===== src/rtl/dram_cmd_sched.sv =====
// Single-bank DRAM command scheduler with an open-page policy.
// Accepts read/write requests, keeps the last activated row open and
// services refresh. It issues ACT/RD/WR/PRE/REF only when the matching
// timing-done levels from the timing controller allow it.
module dram_cmd_sched #(
    parameter int ROW_W = 14,
    parameter int COL_W = 10
) (
    input  logic             CLK,
    input  logic             RST,
    input  logic             req_valid,
    input  logic             req_write,
    input  logic [ROW_W-1:0] req_row,
    input  logic [COL_W-1:0] req_col,
    output logic             req_ready,
    input  logic             tACT_done,
    input  logic             tWR_done,
    input  logic             tRD_done,
    input  logic             tPRE_done,
    input  logic             tREF_done,
    input  logic             tWRITE_done,
    input  logic             tWTR_done,
    input  logic             tRAS_done,
    input  logic             rf_req,
    output logic             cmd_valid,
    output logic [2:0]       cmd,
    output logic [ROW_W-1:0] cmd_row,
    output logic [COL_W-1:0] cmd_col,
    output logic             row_open,
    output logic             busy
);

    localparam logic [2:0] CMD_NOP = 3'd0;
    localparam logic [2:0] CMD_ACT = 3'd1;
    localparam logic [2:0] CMD_RD  = 3'd2;
    localparam logic [2:0] CMD_WR  = 3'd3;
    localparam logic [2:0] CMD_PRE = 3'd4;
    localparam logic [2:0] CMD_REF = 3'd5;

    typedef enum logic [3:0] {
        IDLE      = 4'd0,
        ACT_ISSUE = 4'd1,
        ACT_WAIT  = 4'd2,
        RW_ISSUE  = 4'd3,
        RW_WAIT   = 4'd4,
        PRE_ISSUE = 4'd5,
        PRE_WAIT  = 4'd6,
        REF_ISSUE = 4'd7,
        REF_WAIT  = 4'd8
    } stateT;

    stateT            stateR;
    stateT            nextStateS;

    // Set for exactly the first cycle of every WAIT state, so stale done
    // levels left over from the previous command are not acted upon.
    logic             waitEntryR;
    logic             refPendR;
    logic             rowOpenR;
    logic [ROW_W-1:0] openRowR;

    // Request captured when IDLE commits to serving it.
    logic             lwR;
    logic [ROW_W-1:0] lrowR;
    logic [COL_W-1:0] lcolR;

    logic             cmdValidR;
    logic [2:0]       cmdR;
    logic [ROW_W-1:0] cmdRowR;
    logic [COL_W-1:0] cmdColR;
    logic             reqReadyR;
    logic             busyR;

    logic [2:0]       issueCmdS;
    logic             latchReqS;
    logic             setRefPendS;
    logic             rowHitS;
    logic             rwGateS;
    logic             rwDoneS;

    // Next-state decision and the command (if any) issued this cycle.
    always_comb begin
        nextStateS  = stateR;
        issueCmdS   = CMD_NOP;
        latchReqS   = 1'b0;
        setRefPendS = 1'b0;
        rowHitS     = rowOpenR && (req_row == openRowR);
        rwGateS     = lwR ? (tACT_done && tRD_done) : (tACT_done && tWTR_done);
        rwDoneS     = lwR ? tWRITE_done : tRD_done;
        case (stateR)
            IDLE: begin
                if (rf_req) begin
                    if (rowOpenR) begin
                        nextStateS  = PRE_ISSUE;
                        setRefPendS = 1'b1;
                    end else begin
                        nextStateS  = REF_ISSUE;
                    end
                end else if (req_valid) begin
                    latchReqS = 1'b1;
                    if (rowHitS) begin
                        nextStateS = RW_ISSUE;
                    end else if (rowOpenR) begin
                        nextStateS = PRE_ISSUE;
                    end else begin
                        nextStateS = ACT_ISSUE;
                    end
                end else begin
                    nextStateS = IDLE;
                end
            end
            ACT_ISSUE: begin
                if (tPRE_done && tREF_done) begin
                    issueCmdS  = CMD_ACT;
                    nextStateS = ACT_WAIT;
                end else begin
                    nextStateS = ACT_ISSUE;
                end
            end
            ACT_WAIT: begin
                if (!waitEntryR && tACT_done) begin
                    nextStateS = RW_ISSUE;
                end else begin
                    nextStateS = ACT_WAIT;
                end
            end
            RW_ISSUE: begin
                if (rwGateS) begin
                    issueCmdS  = lwR ? CMD_WR : CMD_RD;
                    nextStateS = RW_WAIT;
                end else begin
                    nextStateS = RW_ISSUE;
                end
            end
            RW_WAIT: begin
                if (!waitEntryR && rwDoneS) begin
                    nextStateS = IDLE;
                end else begin
                    nextStateS = RW_WAIT;
                end
            end
            PRE_ISSUE: begin
                if (tRAS_done && tWR_done && tRD_done) begin
                    issueCmdS  = CMD_PRE;
                    nextStateS = PRE_WAIT;
                end else begin
                    nextStateS = PRE_ISSUE;
                end
            end
            PRE_WAIT: begin
                if (!waitEntryR && tPRE_done) begin
                    nextStateS = refPendR ? REF_ISSUE : ACT_ISSUE;
                end else begin
                    nextStateS = PRE_WAIT;
                end
            end
            REF_ISSUE: begin
                if (tPRE_done) begin
                    issueCmdS  = CMD_REF;
                    nextStateS = REF_WAIT;
                end else begin
                    nextStateS = REF_ISSUE;
                end
            end
            REF_WAIT: begin
                if (!waitEntryR && tREF_done) begin
                    nextStateS = IDLE;
                end else begin
                    nextStateS = REF_WAIT;
                end
            end
            default: begin
                nextStateS = IDLE;
            end
        endcase
    end

    // FSM state register plus the WAIT-entry marker.
    always_ff @(posedge CLK or posedge RST) begin
        if (RST) begin
            stateR     <= IDLE;
            waitEntryR <= 1'b0;
        end else begin
            stateR     <= nextStateS;
            waitEntryR <= (issueCmdS != CMD_NOP);
        end
    end

    // Bank bookkeeping: open row tracking, pending refresh, latched request.
    always_ff @(posedge CLK or posedge RST) begin
        if (RST) begin
            rowOpenR <= 1'b0;
            openRowR <= {ROW_W{1'b0}};
            refPendR <= 1'b0;
            lwR      <= 1'b0;
            lrowR    <= {ROW_W{1'b0}};
            lcolR    <= {COL_W{1'b0}};
        end else begin
            if (issueCmdS == CMD_ACT) begin
                rowOpenR <= 1'b1;
                openRowR <= lrowR;
            end else if (issueCmdS == CMD_PRE) begin
                rowOpenR <= 1'b0;
            end
            if (setRefPendS) begin
                refPendR <= 1'b1;
            end else if (issueCmdS == CMD_REF) begin
                refPendR <= 1'b0;
            end
            if (latchReqS) begin
                lwR   <= req_write;
                lrowR <= req_row;
                lcolR <= req_col;
            end
        end
    end

    // Registered command bus: one-cycle strobes, address fields hold when idle.
    always_ff @(posedge CLK or posedge RST) begin
        if (RST) begin
            cmdValidR <= 1'b0;
            cmdR      <= CMD_NOP;
            cmdRowR   <= {ROW_W{1'b0}};
            cmdColR   <= {COL_W{1'b0}};
            reqReadyR <= 1'b0;
            busyR     <= 1'b0;
        end else begin
            cmdValidR <= (issueCmdS != CMD_NOP);
            cmdR      <= issueCmdS;
            reqReadyR <= (issueCmdS == CMD_RD) || (issueCmdS == CMD_WR);
            busyR     <= (nextStateS != IDLE);
            if (issueCmdS == CMD_ACT) begin
                cmdRowR <= lrowR;
            end
            if ((issueCmdS == CMD_RD) || (issueCmdS == CMD_WR)) begin
                cmdColR <= lcolR;
            end
        end
    end

    assign cmd_valid = cmdValidR;
    assign cmd       = cmdR;
    assign cmd_row   = cmdRowR;
    assign cmd_col   = cmdColR;
    assign req_ready = reqReadyR;
    assign row_open  = rowOpenR;
    assign busy      = busyR;

endmodule


===== config.mk =====
export PLATFORM = sky130hd
export DESIGN_NAME = dram_cmd_sched
export DESIGN_NICKNAME = d
export VERILOG_FILES = /design/src/rtl/dram_cmd_sched.sv
export SDC_FILE = /design/constraint.sdc
export NUM_CORES = 1
export LEC_CHECK = 0
export CELL_PAD_IN_SITES_DETAIL_PLACEMENT = 1
export CELL_PAD_IN_SITES_GLOBAL_PLACEMENT = 1
export CORE_MARGIN = 3
export CORE_UTILIZATION = 35
export CTS_CLUSTER_SIZE = 20
export DETAILED_ROUTE_END_ITERATION = 7
export PLACE_DENSITY = 0.73
export SLEW_MARGIN = 10
export SYNTH_ARGS = -nofsm -noshare
export SYNTH_HDL_FRONTEND = slang
export SYNTH_SLANG_ARGS = --single-unit
export TNS_END_PERCENT = 1

===== constraint.sdc =====
create_clock -name CLK -period 1.85 [get_ports CLK]
set_input_delay 0.185 -clock CLK [delete_from_list [all_inputs] [get_ports CLK]]
set_output_delay 0.185 -clock CLK [all_outputs]
set_load 0.01 [all_outputs]

==> summary by stage <==
Outcome
The flow ran to the end, but the final reports show violations. The checks that failed: setup timing.

Run
The reported max-cap violation count is 0.

Floorplanning
The die outline area is 8810 um^2. The core region area is 7370 um^2. The initial standard-cell utilization of the core is 0.367.

In this run the count of I/O pins placed on the die edge is 68. The die boundary width is 93.9 um. The floorplan has 31 rows. The vertical die dimension is 93.9 um.

Timing
The worst pin sits at a relative slew slack of 0.670. For the final database, setup skew stands at 0.00610 ns. Timing would allow up to 0.536 GHz. Setup repair after global routing could not meet its margin everywhere. The max-slew violation total from the final report is 0. The final cycle utilization of the critical path is 1.01. The slew at the pin closest to its max-slew limit is 0.482 ns. Setup violations remaining at the end of the flow were counted as 1. After layout, the minimum clock period comes to 1.87 ns. The setup slack of the critical path after layout is -0.0165 ns. The total count of hold-check failures in the final report is 0.

Global routing
Global routing finished with a remaining overflow of 0. The via count of the first global-routing pass is 2199. The number of antenna violations at the first check in global routing was 0.

The wire length of the first global-routing pass is 11.2 mm. Entering global routing, the biggest net connects 62 pins. The global-route usage over all layers is 0.166.

Detailed routing
The number of design-rule violations left by the first detailed-router iteration is 81. The count of antenna-violating nets left after detailed routing is 0. Using the TritonRoute via totals, the vias-per-cell ratio works out to 4.79.

The remaining routing DRC violations is 0. The number of search-and-repair iterations in the first detailed-routing pass is 4. Dividing the detail-routed wire length by the instance count gives 16.1 um.

The total wire length after detailed routing is 6.89 mm. The via count is 2048.

Synth
The count of mapped cells out of synthesis is 217. Of all cell types, the one taking the most synthesized area is dfrtp_1. When the netlist entered floorplanning its net count stood at 254. Synthesis instantiated 40 different standard cells from the library. Of the synthesized area, sequential elements account for 0.565.

The synthesized design contains 0 enable-type register cells. In the post-synthesis netlist, the biggest area contributors are dfrtp_1 (57%), mux2_2 (17%), nand2_1 (4.9%). The share of the synthesized area in the top cell type is 0.565. A synthesized cell averages 12.4 um^2. The mapped netlist covers 2700 um^2. Ranked by instance count, the synthesized netlist is headed by dfrtp_1 (61), mux2_2 (41), nand2_1 (35), xnor2_1 (14).

Counting flops with an async set or reset pin after synthesis yields a share of 1.00. Among all flip-flop cells after synthesis, the most frequent one is dfrtp_1. The post-synthesis sequential element count is 61. In the post-synthesis netlist, the cell with the most instances is dfrtp_1. For this run, the number of Yosys warnings is 0.

Pwr
The worst voltage drop across the vdd grid is 0.747 mV. After layout, the design draws a total of 6180 uW. For this design the ratio of total power to cell area is 1550 nW/um^2. In this run the static leakage power is 0.00181 uW.

Setup path
The capture instance of the worst register-to-register path is busy$_DFF_PP0_. The number of buffers and inverters on the critical path is 0. The critical-path cell with the highest stage delay is or4_4. The number of cells on the worst reg-to-reg path is 5. The worst setup slack for register-to-register paths is -0.02 ns. The required time of the critical path is 2.05 ns.

The critical path start-end classification is reg2reg. Along the worst path, the maximum fanout reaches 2. On the worst path, the slowest cell contributes a delay of 0.54 ns. Broken down by cell family, the worst path's largest delay share belongs to simple AND/OR/NAND/NOR gates. The signal on the critical path passes through xnor2_1 -> nand4_1 -> nor4_4 -> o211ai_1 -> or4_4. The endpoint type of the worst setup path is a register. In this run the critical register-to-register path is launched from cmd_row[0]$_DFFE_PP0P_. The element type at the critical path start is a register. Data on the critical path arrives at its endpoint at 2.06 ns.

Layout
From synthesis to final layout, the design area changed by 48.0%. The number of antenna diodes in the final layout is 0. The number of inserted filler cells in the final layout is 778. In the final design database the tool counted 362 nets. The share of cells above drive strength 1 is 0.337.

Clock network
The largest buffer count on any clock path is 2. The maximum level of the CTS H-tree is 3. In this run, post-CTS hold repair placed 0 buffers.

After clock tree synthesis, the clock-pin slew on the worst setup and hold paths is 0.07 ns. The clock tree from TritonCTS is built. The insertion delay to the later sink of the worst-skew pair is 0.33 ns. The clock net in this run drives a total of 61 sinks. The total CTS buffers is 9. The cell chosen for the clock root is clkbuf_8.

Placed design
The worst-case setup slack after placement is -0.446 ns. The weighted congestion at the end of routability-driven global placement is 0.838. The HPWL after detailed placement is 4.96 mm.

Input and output buffers added on the ports amount to 67.

Hold path
The tightest min-delay check is of the in2async type.
==> routing by layer <==
metal	vias up	wire length, um	global-route usage	part of all wire
li1	966	-	-	-
met5	-	0	0	0
met3	10	223	0.0345	0.032
met2	40	3440	0.263	0.50
met1	1032	3110	0.220	0.45
met4	0	108	0.0734	0.016
==> worst min-delay path: cells and delay by family <==
| kind | cells | cell delay [ns] |
|---|---|---|
| buffers and inverters | 3 | 0.77 |
==> power breakdown <==
part / internal, uW / switching (uW)
clock: 725 / 497
sequential: 1920 / 397
combinational: 1630 / 1010
==> state kept, by name, indices dropped and copies added, names as in the netlist <==
signal	flops
cmd_valid	1
stateR	4
lcolR	10
cmd	3
cmd_row	14
busy	1
lrowR	14
lwR	1
row_open	1
cmd_col	10
req_ready	1
refPendR	1
==> cell families after synthesis <==
logic type,synth area share
multiplexers,0.171
AO/OA/AOI/OAI,0.0426
AND/OR/NAND/NOR,0.146
buffers and inverters,0.0301
flip-flops,0.565
XOR/XNOR,0.0454
==> timing repair <==
action                                  CTS  global route
gates resized for setup                   5             5
hold endpoints to repair                  0             0
pin swaps                                 2             1
setup buffers                             0             1
endpoints found under the setup margin   16            37
==> per-stage QoR <==
stage	TNS [ns]	instance area, um^2	instances	util	hold slack, ns
after global placement	-1.69	3740	412	0.507	0.440
after CTS	-0.0434	3960	427	0.538	0.237
after detailed placement	-2.07	3740	412	0.507	0.454
final	-0.0165	4000	428	0.543	0.237
after global routing	-1.03	4000	428	0.543	0.264
after floorplan	0	2700	217	-	0.335
==> worst max-delay path by stage <==
stage                       startpoint             end  slack, ns  cells after the start
2_1_floorplan      stateR[2]$_DFF_PP0_  busy$_DFF_PP0_       0.05                      6
3_3_place_gp               req_row[10]  busy$_DFF_PP0_      -0.38                      6
3_5_place_dp                req_row[9]  busy$_DFF_PP0_      -0.45                      6
4_1_cts            stateR[2]$_DFF_PP0_  busy$_DFF_PP0_      -0.04                      5
5_1_grt        cmd_row[11]$_DFFE_PP0P_  busy$_DFF_PP0_      -0.13                      5
6_report        cmd_row[0]$_DFFE_PP0P_  busy$_DFF_PP0_      -0.02                      5
==> cell usage in the layout, fill, tap and decap left out, types with 2 or more instances in the layout <==
| cell type | synthesis | layout |
|---|---|---|
| xnor2_2 | 0 | 2 |
| buf_4 | 1 | 37 |
| clkbuf_8 | 0 | 12 |
| nor4_4 | 1 | 2 |
| xnor2_1 | 14 | 12 |
| inv_1 | 7 | 5 |
| nand3_1 | 6 | 6 |
| dfrtp_1 | 61 | 59 |
| clkdlybuf4s50_1 | 0 | 67 |
| mux2_2 | 41 | 40 |
| nand2_1 | 35 | 35 |
| nand2b_1 | 3 | 3 |
| nand4_1 | 7 | 7 |
| o211ai_1 | 2 | 2 |
| a21oi_1 | 3 | 3 |
| nor2_1 | 4 | 4 |
| dfrtp_2 | 0 | 2 |
==> area by class of cell <==
| class | count | area [um^2] | share of cell area |
|---|---|---|---|
| tap | 99 | 124 | 0.0310 |
| timing repair buffer | 106 | 980 | 0.245 |
| clock buffer | 12 | 165 | 0.0413 |
| clock inverter | 3 | 43.8 | 0.0110 |
| sequential | 61 | 1530 | 0.382 |
| inverter | 7 | 30.0 | 0.00751 |
| multi-input combinational | 140 | 1130 | 0.282 |
Power figures use the tool's default switching activity.
